--- src/rtl/amm_burst_writer_pkg.sv ---
// Shared types, widths and pattern helpers for the memory-checker write and read paths.
package amm_burst_writer_pkg;

    localparam int AMM_ADDR_W  = 32;
    localparam int AMM_DATA_W  = 512;
    localparam int AMM_BURST_W = 11;
    localparam int DEF_STAT_W  = 32;
    localparam int DATA_B_W    = AMM_DATA_W / 8;
    localparam int ADDR_B_W    = $clog2(DATA_B_W);

    localparam logic [7:0] LFSR_ZERO_SEED = 8'h01;

    typedef enum logic {IDLE_W, BURST_W} wr_state_t;
    typedef enum logic {FIX_DATA, RND_DATA} data_mode_t;

    typedef logic [AMM_ADDR_W-ADDR_B_W-1:0] start_addr_t;
    typedef logic [AMM_BURST_W-2:0]         words_t;
    typedef logic [ADDR_B_W-1:0]            boff_t;

    typedef struct packed {
        logic        trans_type;
        data_mode_t  data_mode;
        logic [7:0]  data_ptrn;
        start_addr_t start_addr;
        words_t      words_count;
        boff_t       start_off;
        boff_t       end_off;
    } cmp_struct_t;

    function automatic logic [7:0] lfsr8_next(input logic [7:0] s);
        return {s[6:0], s[7] ^ s[5] ^ s[4] ^ s[3]};
    endfunction

    // First beat trims below start_off, last beat trims above end_off; a single beat does both.
    function automatic logic [DATA_B_W-1:0] byteenable_ptrn(input logic  first,
                                                            input boff_t start_off,
                                                            input logic  last,
                                                            input boff_t end_off);
        logic [DATA_B_W-1:0] be;
        be = '0;
        for (int i = 0; i < DATA_B_W; i++) begin
            be[i] = (!first || (i >= int'(start_off))) && (!last || (i <= int'(end_off)));
        end
        return be;
    endfunction

endpackage

--- src/rtl/amm_burst_writer_ptrn_data_gen.sv ---
// Beat data source: fixed byte pattern or 8-bit LFSR, replicated across the data bus.
module ptrn_data_gen
    import amm_burst_writer_pkg::*;
(
    input  logic                  clk_i,
    input  logic                  rst_i,
    input  logic                  load_i,
    input  data_mode_t            mode_i,
    input  logic [7:0]            ptrn_i,
    input  logic                  step_i,
    output logic [AMM_DATA_W-1:0] data_o
);

    data_mode_t r_mode;
    logic [7:0] r_ptrn;
    logic [7:0] r_lfsr;
    logic [7:0] w_byte;

    always_ff @(posedge clk_i or posedge rst_i) begin
        if (rst_i) begin
            r_mode <= FIX_DATA;
            r_ptrn <= '0;
            r_lfsr <= LFSR_ZERO_SEED;
        end else if (load_i) begin
            r_mode <= mode_i;
            r_ptrn <= ptrn_i;
            // An all-zero LFSR would lock up
            r_lfsr <= (ptrn_i == 8'h00) ? LFSR_ZERO_SEED : ptrn_i;
        end else if (step_i) begin
            r_lfsr <= lfsr8_next(r_lfsr);
        end
    end

    assign w_byte = (r_mode == RND_DATA) ? r_lfsr : r_ptrn;
    assign data_o = {DATA_B_W{w_byte}};

endmodule

--- src/rtl/amm_burst_writer.sv ---
// Drives one descriptor as an Avalon-MM burst write and keeps saturating write statistics.
// state   | meaning
// IDLE_W  | ready for a descriptor; drops trans_type=0 descriptors
// BURST_W | issuing beats until the last one is accepted
module amm_burst_writer
    import amm_burst_writer_pkg::*;
#(
    parameter string ADDR_TYPE = "BYTE",
    parameter int    STAT_W    = DEF_STAT_W
) (
    input  logic                   clk_i,
    input  logic                   rst_i,
    input  logic                   cmd_valid_i,
    input  cmp_struct_t            cmd_i,
    output logic                   cmd_ready_o,
    output logic                   cmd_drop_o,
    output logic [AMM_ADDR_W-1:0]  amm_address_o,
    output logic                   amm_write_o,
    output logic [AMM_DATA_W-1:0]  amm_writedata_o,
    output logic [DATA_B_W-1:0]    amm_byteenable_o,
    output logic [AMM_BURST_W-1:0] amm_burstcount_o,
    input  logic                   amm_waitrequest_i,
    output logic                   busy_o,
    output logic                   done_o,
    input  logic                   stat_clr_i,
    output logic [STAT_W-1:0]      wr_ticks_o,
    output logic [STAT_W-1:0]      wr_units_o
);

    wr_state_t             r_state;
    wr_state_t             w_next_state;
    start_addr_t           r_start_addr;
    words_t                r_words;
    boff_t                 r_start_off;
    boff_t                 r_end_off;
    words_t                r_beats_left;
    logic                  r_first;
    logic                  r_drop;
    logic                  r_done;
    logic [STAT_W-1:0]     r_ticks;
    logic [STAT_W-1:0]     r_units;
    logic                  w_accept;
    logic                  w_start;
    logic                  w_beat_acc;
    logic                  w_last;
    logic [AMM_ADDR_W-1:0] w_addr;
    logic [AMM_DATA_W-1:0] w_data;

    assign w_accept   = cmd_valid_i && cmd_ready_o;
    assign w_start    = w_accept && cmd_i.trans_type;
    assign w_beat_acc = amm_write_o && !amm_waitrequest_i;
    assign w_last     = (r_beats_left == '0);

    always_ff @(posedge clk_i or posedge rst_i) begin
        if (rst_i) r_state <= IDLE_W;
        else       r_state <= w_next_state;
    end

    always_comb begin
        w_next_state = r_state;
        case (r_state)
            IDLE_W:  if (w_start) w_next_state = BURST_W;
            BURST_W: if (w_beat_acc && w_last) w_next_state = IDLE_W;
            default: w_next_state = IDLE_W;
        endcase
    end

    always_comb begin
        cmd_ready_o = 1'b0;
        amm_write_o = 1'b0;
        busy_o      = 1'b0;
        case (r_state)
            IDLE_W:  cmd_ready_o = 1'b1;
            BURST_W: begin
                amm_write_o = 1'b1;
                busy_o      = 1'b1;
            end
            default: cmd_ready_o = 1'b0;
        endcase
    end

    always_ff @(posedge clk_i or posedge rst_i) begin
        if (rst_i) begin
            r_start_addr <= '0;
            r_words      <= '0;
            r_start_off  <= '0;
            r_end_off    <= '0;
            r_beats_left <= '0;
            r_first      <= 1'b0;
            r_drop       <= 1'b0;
            r_done       <= 1'b0;
        end else begin
            r_drop <= w_accept && !cmd_i.trans_type;
            r_done <= w_beat_acc && w_last;
            if (w_start) begin
                r_start_addr <= cmd_i.start_addr;
                r_words      <= cmd_i.words_count;
                r_start_off  <= cmd_i.start_off;
                r_end_off    <= cmd_i.end_off;
                r_beats_left <= cmd_i.words_count;
                r_first      <= 1'b1;
            end else if (w_beat_acc) begin
                r_beats_left <= r_beats_left - words_t'(1);
                r_first      <= 1'b0;
            end
        end
    end

    ptrn_data_gen u_ptrn (
        .clk_i  (clk_i),
        .rst_i  (rst_i),
        .load_i (w_start),
        .mode_i (cmd_i.data_mode),
        .ptrn_i (cmd_i.data_ptrn),
        .step_i (w_beat_acc),
        .data_o (w_data)
    );

    generate
        if (ADDR_TYPE == "BYTE") begin : g_byte_addr
            assign w_addr = AMM_ADDR_W'({r_start_addr, {ADDR_B_W{1'b0}}});
        end else begin : g_word_addr
            assign w_addr = AMM_ADDR_W'(r_start_addr);
        end
    endgenerate

    // Bus fields are zero outside a burst so the reset and idle bus is quiet
    assign amm_address_o    = busy_o ? w_addr : '0;
    assign amm_writedata_o  = busy_o ? w_data : '0;
    assign amm_byteenable_o = busy_o ? byteenable_ptrn(r_first, r_start_off, w_last, r_end_off) : '0;
    assign amm_burstcount_o = busy_o ? (AMM_BURST_W'(r_words) + AMM_BURST_W'(1)) : '0;
    assign cmd_drop_o       = r_drop;
    assign done_o           = r_done;

    always_ff @(posedge clk_i or posedge rst_i) begin
        if (rst_i) begin
            r_ticks <= '0;
            r_units <= '0;
        end else if (stat_clr_i) begin
            r_ticks <= '0;
            r_units <= '0;
        end else begin
            if (busy_o && (r_ticks != '1))    r_ticks <= r_ticks + STAT_W'(1);
            if (w_beat_acc && (r_units != '1)) r_units <= r_units + STAT_W'(1);
        end
    end

    assign wr_ticks_o = r_ticks;
    assign wr_units_o = r_units;

endmodule

--- config.mk ---
export PLATFORM = sky130hd
export DESIGN_NAME = amm_burst_writer
export DESIGN_NICKNAME = d
export VERILOG_FILES = /design/src/rtl/amm_burst_writer_pkg.sv /design/src/rtl/amm_burst_writer_ptrn_data_gen.sv /design/src/rtl/amm_burst_writer.sv
export SDC_FILE = /design/constraint.sdc
export NUM_CORES = 1
export LEC_CHECK = 0
export ABC_CLOCK_PERIOD_IN_PS = 15300
export BUFFER_PORTS_ARGS = -buffer_cell sky130_fd_sc_hd__buf_4
export CAP_MARGIN = 25
export CELL_PAD_IN_SITES_DETAIL_PLACEMENT = 0
export CELL_PAD_IN_SITES_GLOBAL_PLACEMENT = 1
export CORE_AREA = 2 2 288 290
export CTS_BUF_LIST = sky130_fd_sc_hd__clkbuf_4 sky130_fd_sc_hd__clkbuf_8
export DETAILED_ROUTE_END_ITERATION = 6
export DIE_AREA = 0 0 290 292
export PLACE_DENSITY = 0.59
export SYNTH_ARGS = -nofsm -noshare
export SYNTH_HDL_FRONTEND = slang
export SYNTH_SLANG_ARGS = --single-unit
--- constraint.sdc ---
create_clock -name clk_i -period 15.3 [get_ports clk_i]
set_input_delay 4.59 -clock clk_i [delete_from_list [all_inputs] [get_ports clk_i]]
set_output_delay 4.59 -clock clk_i [all_outputs]
set_load 0.02 [all_outputs]
==> Word level (Yosys, flattened, before mapping) <==
Index checks and enable logic that the tools add are counted.
{ "word_totals": {"wordCells": 375, "input_bits": 63, "out_inout_bits": 688, "register_bits": 143} }
{ "op_classes": {"add_sub_neg": 4, "bitwise": 4, "n_eq_ne": 2, "n_reduce_logical": 204, "n_mux": 21, "n_lt_le_gt_ge": 126} }
{ "ops": {"columns": ["cell", "count"], "rows": [
  ["512-bit two-way mux", 1],
  ["6-bit <= comparator, first input constant", 32],
  ["6-bit >= comparator, first input constant", 31],
  ["32-bit two-way mux", 5],
  ["1-bit logical OR", 126],
  ["5-bit by 6-bit >= comparator with 1-bit output, first input constant", 16],
  ["5-bit by 6-bit <= comparator with 1-bit output, first input constant", 16],
  ["1-bit logical AND", 69],
  ["32-bit by 1-bit adder with 32-bit output, second input constant", 2],
  ["64-bit two-way mux", 1],
  ["32-bit != test, second input constant", 2],
  ["4-bit by 6-bit >= comparator with 1-bit output, first input constant", 8],
  ["4-bit by 6-bit <= comparator with 1-bit output, first input constant", 8],
  ["8-bit two-way mux", 4],
  ["3-bit by 6-bit >= comparator with 1-bit output, first input constant", 4],
  ["3-bit by 6-bit <= comparator with 1-bit output, first input constant", 4],
  ["10-bit two-way mux", 2],
  ["1-bit by 6-bit >= comparator with 1-bit output, first input constant", 2],
  ["2-bit by 6-bit >= comparator with 1-bit output, first input constant", 2],
  ["2-bit by 6-bit <= comparator with 1-bit output, first input constant", 2],
  ["10-bit by 1-bit adder with 11-bit output, second input constant", 1],
  ["11-bit two-way mux", 1],
  ["10-bit logical NOT", 1],
  ["10-bit by 1-bit subtractor with 10-bit output, second input constant", 1],
  ["8 further kinds", 20]
]} }

==> Logic depth before layout (Yosys ltp) <==
Gate-level depths: netlist of run 1.
{ "depth": {"ltp_word": 5, "ltp_mapped": 8, "ltp_nobuf": 7} }

==> Modules after synthesis <==
A second synthesis of run 1 with hierarchy kept.
{ "unflattened": {"cells_unflattened": 2168, "area_unflattened_um2": 15917.8} }
{ "modules_own_cells": {"columns": ["module", "instances", "seq_area_each_um2", "area_each_um2", "cells_per_inst"], "rows": [
  ["amm_burst_writer", 1, 3153.0, 11317.1, 1581],
  ["ptrn_data_gen", 1, 426.7, 4600.7, 587]
]} }

==> Worst setup path before layout of run 1 <==
OpenSTA, ideal clock, no wires.
{ "synth_timing": {"path_type": "register to output", "startpoint": "register r_state", "endpoint": "output amm_writedata_o[100]", "stages_incl_launch_ff": 6, "arrival_ns": 3.835, "n_path_buf": 3, "required_time_ns": 10.710, "slack_ns": 6.875, "cell_sequence": "dfrtp_1 > inv_1 > clkbuf_1 > buf_1 > nor2_1 > buf_4"} }
{ "synth_between": {"elab_chain_cells": 2} }
{ "synth_rtl": {"columns": ["element", "line_no", "source"], "rows": [
  ["from (decl)", "amm_burst_writer.sv:30", "wr_state_t r_state;"],
  ["from (signal assigned)", "amm_burst_writer.sv:56", "else r_state <= w_next_state;"],
  ["1-bit two-way mux", "amm_burst_writer.sv:72", "case (r_state)"],
  ["512-bit two-way mux", "amm_burst_writer.sv:129", "assign amm_writedata_o = busy_o ? w_data : '0;"],
  ["to (decl)", "amm_burst_writer.sv:19", "output logic [AMM_DATA_W-1:0] amm_writedata_o,"]
]} }
No other way between the ends.

==> Worst setup path in the final report of run 1 <==
{ "layout_timing": {"startpoint": "register r_beats_left[0]", "endpoint": "output amm_byteenable_o[8]"} }
{ "layout_between": {"elab_chain_cells": 5} }
{ "layout_rtl": {"columns": ["element", "line_no", "source"], "rows": [
  ["from (decl)", "amm_burst_writer.sv:36", "words_t r_beats_left;"],
  ["from (signal assigned)", "amm_burst_writer.sv:100", "r_beats_left <= cmd_i.words_count;"],
  ["from (signal assigned)", "amm_burst_writer.sv:103", "r_beats_left <= r_beats_left - words_t'(1);"],
  ["10-bit logical NOT", "amm_burst_writer.sv:52", "assign w_last = (r_beats_left == '0);"],
  ["1-bit logical NOT", "amm_burst_writer_pkg.sv:42", "be[i] = (!first || (i >= int'(start_off))) && (!last || (i <= int'(end_off)));"],
  ["1-bit logical OR", "amm_burst_writer_pkg.sv:42", null],
  ["1-bit logical AND", "amm_burst_writer_pkg.sv:42", null],
  ["64-bit two-way mux", "amm_burst_writer.sv:130", "assign amm_byteenable_o = busy_o ? byteenable_ptrn(r_first, r_start_off, w_last, r_end_off) : '0;"],
  ["to (decl)", "amm_burst_writer.sv:20", "output logic [DATA_B_W-1:0] amm_byteenable_o,"]
]} }
No other way between the ends.

==> results of run 1 <==
placed cells by master, fill, tap and decap left out, drive strengths merged, types with 6 or more instances in the layout:
cell type,instances
a211oi,11
a21oi,83
a221oi,6
a22oi,9
a311oi,6
a31oi,7
and2,35
and3,18
and4,8
buf,765
clkbuf,21
conb,6
dfrtp,142
inv,18
mux2,7
mux2i,9
nand2,257
nand3,47
nand4,32
nor2,82
nor2b,16
nor3,25
nor4,17
o21ai,83
o31ai,17
or3,26
or4,17
xnor2,21
xor2,12
routing by layer:
layer | share of wire [%] | GRT usage (%) | up-vias
li1 | - | - | 5432
met1 | 41 | 13.1 | 5306
met2 | 48 | 17.0 | 512
met3 | 8.4 | 4.08 | 69
met4 | 2.3 | 3.23 | 6
met5 | 0.086 | 0 | -
cell families after synthesis:
| group | share of synthesized area, % |
|---|---|
| simple gates | 23.1 |
| fa+ha+maj | 0.490 |
| other cells | 0.0294 |
| buf+inv | 33.1 |
| xor+xnor | 2.26 |
| flops | 28.0 |
| mux | 1.32 |
| compound gates | 11.7 |
power by group through the flow:
stage          sequential [uW]  clock, uW  combinational, uW
6_report                   613        318               3790
5_1_grt                    628        354               4000
4_1_cts                    608        340               3830
3_5_place_dp               616          0               3830
3_3_place_gp               620          0               3830
2_1_floorplan              541          0               3330
path summary, 6_finish.rpt:
path                            slack, ps                            to                    startpoint  cells past startpoint
worst max-delay path                 7450           amm_byteenable_o[8]   r_beats_left[0]$_DFFE_PP0P_                      9
worst max register to register      12140   r_beats_left[3]$_DFFE_PP0P_             r_state$_DFF_PP0_                      7
min in group asynchronous            4020    wr_units_o[13]$_DFFE_PP0P_                         rst_i                      2
worst min-delay path                  470  r_start_addr[20]$_DFFE_PP0P_  r_start_addr[20]$_DFFE_PP0P_                      2
worst min register to register        470  r_start_addr[20]$_DFFE_PP0P_  r_start_addr[20]$_DFFE_PP0P_                      2
max in group asynchronous            9360  u_ptrn.r_lfsr[4]$_DFFE_PP0P_                         rst_i                      4
registers in the layout (all words and copies together) (netlist names), 6 cells and up:
| signal | count |
|---|---|
| wr_ticks_o | 32 |
| wr_units_o | 32 |
| r_start_addr | 26 |
| r_beats_left | 10 |
| r_words | 10 |
| u_ptrn.r_lfsr | 8 |
| u_ptrn.r_ptrn | 8 |
| r_end_off | 6 |
| r_start_off | 6 |
area by class of cell:
class	instances	share of cell area, %
clock inverter	11	0.663
timing repair buffer	765	35.7
antenna	3	0.0462
multi-input combinational	902	31.2
inverter	16	0.401
sequential	143	22.1
tap	1070	8.24
clock buffer	21	1.70
synth_stat cells, types with 17 or more instances:
cell type	number	share of area, %
sky130_fd_sc_hd__o31ai_1	17	1.0
sky130_fd_sc_hd__or3_1	26	1.3
sky130_fd_sc_hd__buf_4	511	30
sky130_fd_sc_hd__or4_1	17	1.0
sky130_fd_sc_hd__nand2_1	256	7.5
sky130_fd_sc_hd__a21oi_1	83	3.3
sky130_fd_sc_hd__nor2_1	80	2.4
sky130_fd_sc_hd__nand3_1	46	1.8
sky130_fd_sc_hd__clkbuf_1	64	1.9
sky130_fd_sc_hd__nor3_1	18	0.71
sky130_fd_sc_hd__xnor2_1	21	1.4
sky130_fd_sc_hd__o21ai_0	82	3.2
sky130_fd_sc_hd__and3_1	18	0.88
sky130_fd_sc_hd__dfrtp_1	142	28
sky130_fd_sc_hd__nand4_1	29	1.4
sky130_fd_sc_hd__and2_1	35	1.7
worst register-to-register path: stages (launching register included):
cell and delay (ps):
sky130_fd_sc_hd__dfrtp_2 410, sky130_fd_sc_hd__inv_2 330, sky130_fd_sc_hd__buf_4 470, sky130_fd_sc_hd__and3_2 270, sky130_fd_sc_hd__buf_4 590, sky130_fd_sc_hd__nor2_1 440, sky130_fd_sc_hd__a21o_1 250, sky130_fd_sc_hd__a221o_1 290
metrics by stage:
stage / cell area [sq um] / setup WS [ps] / util, % / instances / total power [uW]
global route: 16200 / 7330 / 19.9 / 2928 / 4980
global placement: 15800 / 8030 / 19.3 / 2892 / 4450
CTS: 16200 / 7430 / 19.9 / 2927 / 4780
floorplan: 12800 / 6870 / - / 1655 / 3870
detailed placement: 15800 / 8080 / 19.4 / 2895 / 4440
finish: 16200 / 7450 / 19.9 / 2931 / 4720
==> report_table.html, run 1 <==
<table>
<tr><th>Metric</th><th>Value</th></tr>
<tr><th colspan="2">Power and ir drop</th></tr>
<tr><td>Sequential fraction of design power</td><td>13.0%</td></tr>
<tr><td>Switching power</td><td>2640 uW</td></tr>
<tr><td>Worst vdd rail ir drop</td><td>222 uV</td></tr>
<tr><td>Leakage component of the power</td><td>between 0.007 and 0.008 uW</td></tr>
<tr><td>Total power divided by cell area</td><td>291 nW/um^2</td></tr>
<tr><td>Internal power summed over all cells</td><td>~2100 uW</td></tr>
<tr><td>Share of total power in combinational logic</td><td>80.3%</td></tr>
<tr><td>Share of total power in the clock network</td><td>under 10%</td></tr>
<tr><td>Switching part of the total</td><td>56.0%</td></tr>
<tr><th colspan="2">Die</th></tr>
<tr><td>Height of the die</td><td>292 um</td></tr>
<tr><td>Initial core utilization</td><td>15.7%</td></tr>
<tr><td>Area enclosed by the die boundary</td><td>84700 sq um</td></tr>
<tr><td>Placement Rows</td><td>105</td></tr>
<tr><td>Placeable Area</td><td>about 82000 sq um</td></tr>
<tr><td>Horizontal extent of the die</td><td>290 um</td></tr>
<tr><td>Ports placed on the boundary</td><td>751</td></tr>
<tr><th colspan="2">CTS</th></tr>
<tr><td>Quantity of hold-fixing buffers added after cts</td><td>0</td></tr>
<tr><td>Number of clock buffers inserted by TritonCTS</td><td>17</td></tr>
<tr><td>Total of cells resized after clock tree synthesis</td><td>0</td></tr>
<tr><td>Total number of H-tree levels</td><td>4</td></tr>
<tr><td>Number of buffers on the longest clock path</td><td>2</td></tr>
<tr><td>Clock Tree Root</td><td>sky130_fd_sc_hd__clkbuf_8</td></tr>
<tr><td>TritonCTS clock tree</td><td>done</td></tr>
<tr><td>Clk slew on worst S/H paths</td><td>90 ps</td></tr>
<tr><td>Clock latency reported for the late side of the worst-skew pair</td><td>between 500 and 600 ps</td></tr>
<tr><td>Total setup buffers inserted after CTS</td><td>0</td></tr>
<tr><td>Clock Sinks</td><td>143</td></tr>
<tr><th colspan="2">GRT</th></tr>
<tr><td>All-layer global routing usage</td><td>10.6%</td></tr>
<tr><td>Number of antenna violations at the first check in global routing</td><td>4</td></tr>
<tr><td>Number of global-route vias before repair</td><td>10.4k</td></tr>
<tr><td>Total grt overflow</td><td>0</td></tr>
<tr><td>Maximum number of pins on one net before global-route repair</td><td>80</td></tr>
<tr><td>Wire length of the first global-routing pass</td><td>69.3 mm</td></tr>
<tr><th colspan="2">Finish</th></tr>
<tr><td>Total area of sequential cells</td><td>3580 sq um</td></tr>
<tr><td>Share of final-layout standard cells stronger than drive strength 1</td><td>a little under half</td></tr>
<tr><td>Area of the multi-input gates</td><td>5070 sq um</td></tr>
<tr><td>Count of fill cells added during filler insertion</td><td>9228</td></tr>
<tr><td>Synthesis-to-layout area growth</td><td>27.1%</td></tr>
<tr><td>Number of nets at the end of the flow</td><td>1913</td></tr>
<tr><th colspan="2">Routing</th></tr>
<tr><td>Post-detailed-route DRC marker count</td><td>0</td></tr>
<tr><td>Final Routed Wirelength</td><td>47.5 mm</td></tr>
<tr><td>Via/cell ratio</td><td>3.86</td></tr>
<tr><td>Violation count after the first detailed-route iteration</td><td>677</td></tr>
<tr><td>Routed length per instance</td><td>16.2 um</td></tr>
<tr><td>TritonRoute pass-1 iters</td><td>5</td></tr>
<tr><td>Remaining antenna violation count</td><td>0</td></tr>
<tr><td>Vias</td><td>roughly 11k</td></tr>
<tr><th colspan="2">Synthesis</th></tr>
<tr><td>Warning count from the yosys run</td><td>0</td></tr>
<tr><td>Number of synthesized flops with an enable pin</td><td>0</td></tr>
<tr><td>Netlist area before placement</td><td>around 13000 sq um</td></tr>
<tr><td>Ys async rst share</td><td>100%</td></tr>
<tr><td>Synthesized area per cell</td><td>7.74 sq um</td></tr>
<tr><td>Most common flop cell mapped by yosys</td><td>sky130_fd_sc_hd__dfrtp_1</td></tr>
<tr><td>Register area share after synthesis</td><td>between 20% and 30%</td></tr>
<tr><td>Number of synthesized register bits</td><td>about 140</td></tr>
<tr><td>Count of unique library cells instantiated by Yosys</td><td>67</td></tr>
<tr><td>Syn Inst Count</td><td>1650</td></tr>
<tr><th colspan="2">Worst setup path</th></tr>
<tr><td>Number of buffers and inverters on the critical path</td><td>3</td></tr>
<tr><td>Slowest stage cell, crit path</td><td>sky130_fd_sc_hd__or4b_1</td></tr>
<tr><td>Most used cell, CP</td><td>sky130_fd_sc_hd__buf_4</td></tr>
<tr><td>CP Class</td><td>reg2out</td></tr>
<tr><td>Worst-path cell chain</td><td>inv_1, ha_1, or4b_1, nor3_4, buf_4, nand2_2, nor2_2, a311oi_1, buf_4</td></tr>
<tr><td>Endpoint kind of the worst setup timing path</td><td>output pin</td></tr>
<tr><td>Maximum single-stage delay on the critical path</td><td>530 ps</td></tr>
<tr><td>Startpoint Class</td><td>register</td></tr>
<tr><td>Maximum fanout encountered on the critical timing path</td><td>32</td></tr>
<tr><td>Dominant delay contributor by cell family on the critical path</td><td>simple AND/OR/NAND/NOR gates</td></tr>
<tr><td>Critical Path AT</td><td>between 3000 and 4000 ps</td></tr>
<tr><td>Critical path required time</td><td>10710 ps</td></tr>
<tr><th colspan="2">STA</th></tr>
<tr><td>Final-layout setup total negative slack</td><td>0 ps</td></tr>
<tr><td>Final setup violation count</td><td>0</td></tr>
<tr><td>Relative max-transition margin</td><td>33.8%</td></tr>
<tr><td>Clock period minus worst slack</td><td>7850 ps</td></tr>
<tr><td>Slew @ Worst Pin</td><td>985 ps</td></tr>
<tr><td>Max-slew violation total from the final report</td><td>0</td></tr>
<tr><td>Worst clock skew</td><td>28.0 ps</td></tr>
<tr><td>Hold slack final</td><td>471 ps</td></tr>
<tr><td>Final period util</td><td>51.3%</td></tr>
<tr><td>Unrepaired setup endpoints after global routing</td><td>false</td></tr>
<tr><td>Highest Clock Rate</td><td>approximately 130 MHz</td></tr>
<tr><td>Final hold violation count</td><td>0</td></tr>
<tr><th colspan="2">Placed design</th></tr>
<tr><td>Gp weighted congestion</td><td>0.918</td></tr>
<tr><td>Final HPWL from detailed placement</td><td>35.6 mm</td></tr>
<tr><td>Port buffer count</td><td>744</td></tr>
<tr><th colspan="2">Flow run</th></tr>
<tr><td>Maxcap violations</td><td>0</td></tr>
<tr><th colspan="2">Outcome</th></tr>
<tr><td>Status</td><td>finished, final reports clean</td></tr>
<tr><th colspan="2">Worst hold path</th></tr>
<tr><td>Hold WC Path Type</td><td>reg2reg</td></tr>
</table>
(Power assumes the default switching activity.)
==> inputs of run 2 (changes only) <==
--- a/config.mk
+++ b/config.mk
@@ -5,16 +5,17 @@
 export SDC_FILE = /design/constraint.sdc
 export NUM_CORES = 1
 export LEC_CHECK = 0
-export ABC_CLOCK_PERIOD_IN_PS = 15300
+export ABC_AREA = 1
+export ABC_CLOCK_PERIOD_IN_PS = 7000
 export BUFFER_PORTS_ARGS = -buffer_cell sky130_fd_sc_hd__buf_4
 export CAP_MARGIN = 25
 export CELL_PAD_IN_SITES_DETAIL_PLACEMENT = 0
 export CELL_PAD_IN_SITES_GLOBAL_PLACEMENT = 1
-export CORE_AREA = 2 2 288 290
+export CORE_AREA = 2 2 291 293
 export CTS_BUF_LIST = sky130_fd_sc_hd__clkbuf_4 sky130_fd_sc_hd__clkbuf_8
 export DETAILED_ROUTE_END_ITERATION = 6
-export DIE_AREA = 0 0 290 292
-export PLACE_DENSITY = 0.59
+export DIE_AREA = 0 0 293 295
+export PLACE_DENSITY = 0.63
 export SYNTH_ARGS = -nofsm -noshare
 export SYNTH_HDL_FRONTEND = slang
 export SYNTH_SLANG_ARGS = --single-unit
==> constraint.sdc (replaced) <==
create_clock -name clk_i -period 7 [get_ports clk_i]
set_input_delay 2.1 -clock clk_i [delete_from_list [all_inputs] [get_ports clk_i]]
set_output_delay 2.1 -clock clk_i [all_outputs]
set_load 0.02 [all_outputs]
==> run 2 against run 1 <==
Clock power up 140%. Final cell count up 15%. Final area up 5.9%. Wire length increased by 17%. Critical path depth down 5. Register-to-register slack got worse by 8000 ps. Area after synthesis grew 6.5%. Sequential power grew 110%. Sequential share of layout area shrank 1.2 points. Largest power group unchanged.
==> report_table.html, run 2 <==
<table>
<tr><th>Metric</th><th>Value</th></tr>
<tr><th colspan="2">Outcome</th></tr>
<tr><td>Status</td><td>finished, final reports clean</td></tr>
<tr><th colspan="2">Worst setup path</th></tr>
<tr><td>Endpoint kind of the worst setup timing path</td><td>output pin</td></tr>
<tr><td>Depth of the worst register-to-register path</td><td>8</td></tr>
<tr><td>Setup slack, reg-to-reg</td><td>roughly 4100 ps</td></tr>
<tr><td>Startpoint Class</td><td>register</td></tr>
<tr><td>Critical Path AT</td><td>3140 ps</td></tr>
<tr><td>Maximum fanout encountered on the critical timing path</td><td>44</td></tr>
<tr><td>R2r startpoint</td><td>r_state$_DFF_PP0_</td></tr>
<tr><td>CP Class</td><td>reg2out</td></tr>
<tr><td>Crit Reg-Reg Endpoint</td><td>u_ptrn.r_lfsr[0]$_DFFE_PP1P_</td></tr>
<tr><td>First element of the critical path</td><td>u_ptrn.r_mode$_DFFE_PP0P_</td></tr>
<tr><td>Critical path required time</td><td>4900 ps</td></tr>
<tr><th colspan="2">CTS</th></tr>
<tr><td>Clock Tree Root</td><td>sky130_fd_sc_hd__clkbuf_8</td></tr>
<tr><td>TritonCTS clock tree</td><td>done</td></tr>
<tr><td>Total of cells resized after clock tree synthesis</td><td>0</td></tr>
<tr><td>Total setup buffers inserted after CTS</td><td>0</td></tr>
<tr><td>Clk slew on worst S/H paths</td><td>90 ps</td></tr>
<tr><td>Clock latency reported for the late side of the worst-skew pair</td><td>510 ps</td></tr>
<tr><td>Number of clock buffers inserted by TritonCTS</td><td>17</td></tr>
<tr><td>Number of buffers on the longest clock path</td><td>2</td></tr>
<tr><td>Quantity of hold-fixing buffers added after cts</td><td>0</td></tr>
<tr><td>Total number of H-tree levels</td><td>4</td></tr>
<tr><td>Clock Sinks</td><td>around 140</td></tr>
<tr><th colspan="2">Synthesis</th></tr>
<tr><td>Area share of the largest cell type after synthesis</td><td>~28%</td></tr>
<tr><td>Most numerous cell in the Yosys netlist</td><td>sky130_fd_sc_hd__nand2_1</td></tr>
<tr><td>Most common flop cell mapped by yosys</td><td>sky130_fd_sc_hd__dfrtp_1</td></tr>
<tr><td>Count of unique library cells instantiated by Yosys</td><td>44</td></tr>
<tr><td>Commonest cells post-synth</td><td>572 x sky130_fd_sc_hd__nand2_1, 511 x sky130_fd_sc_hd__buf_4, 201 x sky130_fd_sc_hd__nor2_1</td></tr>
<tr><td>Syn Inst Count</td><td>2063</td></tr>
<tr><td>Netlist area before placement</td><td>roughly 14000 sq um</td></tr>
<tr><td>Synthesized area per cell</td><td>6.59 sq um</td></tr>
<tr><td>Largest area contributor in the synthesized netlist</td><td>sky130_fd_sc_hd__buf_4</td></tr>
<tr><td>Number of synthesized flops with an enable pin</td><td>0</td></tr>
<tr><td>Number of synthesized register bits</td><td>roughly 140</td></tr>
<tr><td>Register area share after synthesis</td><td>26.3%</td></tr>
<tr><td>Ys async rst share</td><td>100%</td></tr>
<tr><td>Cell types occupying the most area after synthesis</td><td>sky130_fd_sc_hd__buf_4 28%, sky130_fd_sc_hd__dfrtp_1 26%, sky130_fd_sc_hd__nand2_1 16%, sky130_fd_sc_hd__nor2_1 5.5%, sky130_fd_sc_hd__inv_1 4.9%</td></tr>
<tr><td>Warning count from the yosys run</td><td>0</td></tr>
<tr><th colspan="2">Placed design</th></tr>
<tr><td>Final HPWL from detailed placement</td><td>about 44 mm</td></tr>
<tr><td>Port buffer count</td><td>roughly 740</td></tr>
<tr><td>Gp weighted congestion</td><td>~0.9</td></tr>
<tr><td>Worst slack at placement</td><td>2140 ps</td></tr>
<tr><th colspan="2">STA</th></tr>
<tr><td>Final hold violation count</td><td>0</td></tr>
<tr><td>Final setup violation count</td><td>0</td></tr>
<tr><td>Relative max-transition margin</td><td>28.5%</td></tr>
<tr><td>Final-layout setup total negative slack</td><td>0 ps</td></tr>
<tr><td>Highest Clock Rate</td><td>191 MHz</td></tr>
<tr><td>Worst path setup slack after routing</td><td>1760 ps</td></tr>
<tr><td>Clock period minus worst slack</td><td>5240 ps</td></tr>
<tr><td>Max-slew violation total from the final report</td><td>0</td></tr>
<tr><td>Final period util</td><td>74.9%</td></tr>
<tr><td>Unrepaired setup endpoints after global routing</td><td>false</td></tr>
<tr><td>Slew @ Worst Pin</td><td>1060 ps</td></tr>
<tr><td>Worst clock skew</td><td>16.0 ps</td></tr>
<tr><th colspan="2">Worst hold path</th></tr>
<tr><td>Endpoint of the worst hold-timing path</td><td>u_ptrn.r_ptrn[2]$_DFFE_PP0P_</td></tr>
<tr><td>Cell depth of the worst hold path</td><td>2</td></tr>
<tr><td>Hold_sp</td><td>u_ptrn.r_ptrn[2]$_DFFE_PP0P_</td></tr>
<tr><td>Hold WC Path Type</td><td>reg2reg</td></tr>
<tr><th colspan="2">Die</th></tr>
<tr><td>Horizontal extent of the die</td><td>293 um</td></tr>
<tr><td>Ports placed on the boundary</td><td>751</td></tr>
<tr><td>Placement Rows</td><td>106</td></tr>
<tr><td>Placeable Area</td><td>83200 sq um</td></tr>
<tr><td>Initial core utilization</td><td>16.4%</td></tr>
<tr><td>Height of the die</td><td>295 um</td></tr>
<tr><td>Area enclosed by the die boundary</td><td>86400 sq um</td></tr>
<tr><th colspan="2">Routing</th></tr>
<tr><td>Final Routed Wirelength</td><td>around 56 mm</td></tr>
<tr><td>Remaining antenna violation count</td><td>0</td></tr>
<tr><td>Post-detailed-route DRC marker count</td><td>0</td></tr>
<tr><td>Via/cell ratio</td><td>3.85</td></tr>
<tr><td>TritonRoute pass-1 iters</td><td>6</td></tr>
<tr><td>Routed length per instance</td><td>16.4 um</td></tr>
<tr><td>Violation count after the first detailed-route iteration</td><td>623</td></tr>
<tr><td>Vias</td><td>13.0k</td></tr>
<tr><th colspan="2">GRT</th></tr>
<tr><td>Total grt overflow</td><td>0</td></tr>
<tr><td>Maximum number of pins on one net before global-route repair</td><td>66</td></tr>
<tr><td>Number of global-route vias before repair</td><td>11.7k</td></tr>
<tr><td>All-layer global routing usage</td><td>11.9%</td></tr>
<tr><td>Wire length of the first global-routing pass</td><td>about 78 mm</td></tr>
<tr><td>Number of antenna violations at the first check in global routing</td><td>4</td></tr>
<tr><th colspan="2">Power and ir drop</th></tr>
<tr><td>Leakage component of the power</td><td>0.00889 uW</td></tr>
<tr><td>Total power divided by cell area</td><td>654 nW/um^2</td></tr>
<tr><td>Worst vdd rail ir drop</td><td>approximately 450 uV</td></tr>
<tr><th colspan="2">Finish</th></tr>
<tr><td>Synthesis-to-layout area growth</td><td>26.4%</td></tr>
<tr><td>Most common cell after layout, fill and taps aside</td><td>sky130_fd_sc_hd__buf_4</td></tr>
<tr><td>Share of final-layout standard cells stronger than drive strength 1</td><td>approximately 37%</td></tr>
<tr><td>Number of nets at the end of the flow</td><td>2354</td></tr>
<tr><td>Most frequent cells in the layout</td><td>763 x sky130_fd_sc_hd__buf_4, 572 x sky130_fd_sc_hd__nand2_1, 200 x sky130_fd_sc_hd__nor2_1</td></tr>
<tr><th colspan="2">Flow run</th></tr>
<tr><td>Maxcap violations</td><td>0</td></tr>
</table>
[run 2: cell types whose count changed after synthesis, sizes merged, moves of 32 or more]
| cell | previous run | this run |
|---|---|---|
| nand2 | 257 | 580 |
| inv | 16 | 180 |
| nor2 | 82 | 210 |
| nand3 | 47 | 88 |
| a21oi | 83 | 48 |
| and2 | 35 | 0 |
| clkbuf | 64 | 32 |
[run 2: through the flow]
stage	std cells	instance area, sq um	total power (uW)	hold slack, ps	utilization (%)
after floorplan	2068	13600	9440	444	-
after global placement	3345	16700	10600	463	20.1
after detailed placement	3346	16700	10600	461	20.1
after CTS	3378	17200	11400	485	20.6
after global routing	3382	17200	11800	512	20.7
final	3384	17200	11200	482	20.7
[run 2: worst max path at each step]
stage / to / slack [ps] / cells after the start
2_1_floorplan: amm_writedata_o[100] / 940 / 4
3_3_place_gp: amm_writedata_o[345] / 2230 / 4
3_5_place_dp: amm_writedata_o[41] / 2140 / 4
4_1_cts: amm_writedata_o[41] / 1550 / 4
5_1_grt: amm_writedata_o[140] / 1430 / 4
6_report: amm_writedata_o[180] / 1760 / 4
[run 2: power breakdown]
group          leakage (uW)  internal, uW  switching [uW]
sequential          0.00187          1040             263
clock              0.000212           337             414
combinational       0.00681          3410            5780
total               0.00889          4780            6460
[run 2: cells by family after synthesis]
logic type,after synthesis,share of synthesized area (%)
and+or+nand+nor,965,29.3
DFF,143,26.3
adders and majority gates,5,0.460
xor gates and xnor gates,20,1.29
buffers and inverters,749,35.1
other,1,0.0276
AOI/OAI and AO/OA,180,7.43
[run 2: per-layer routing]
metal  share of wire [%]  GRT usage, %  up-vias
met3                 7.0          2.89       47
met2                  49          20.2      474
met5               0.023             0        -
met4                 2.4          4.42        2
met1                  41          14.5     6117
li1                    -             -     6393
[run 2: area by class of cell]
type / instances / area [sq um]
diodes: 5 / 12.5
clock buffers: 17 / 234
clock inverters: 15 / 194
fillers: 9430 / 66000
inverters: 183 / 694
multi-input cells: 1176 / 5360
flip-flops and latches: 143 / 3580
well taps: 1080 / 1350
repair buffers: 765 / 5770
[run 2: worst max-delay path: stages (launching register included)]
cell and delay, ps:
sky130_fd_sc_hd__dfrtp_1 900, sky130_fd_sc_hd__o21ai_0 270, sky130_fd_sc_hd__a21oi_4 700, sky130_fd_sc_hd__buf_4 500, sky130_fd_sc_hd__buf_4 220
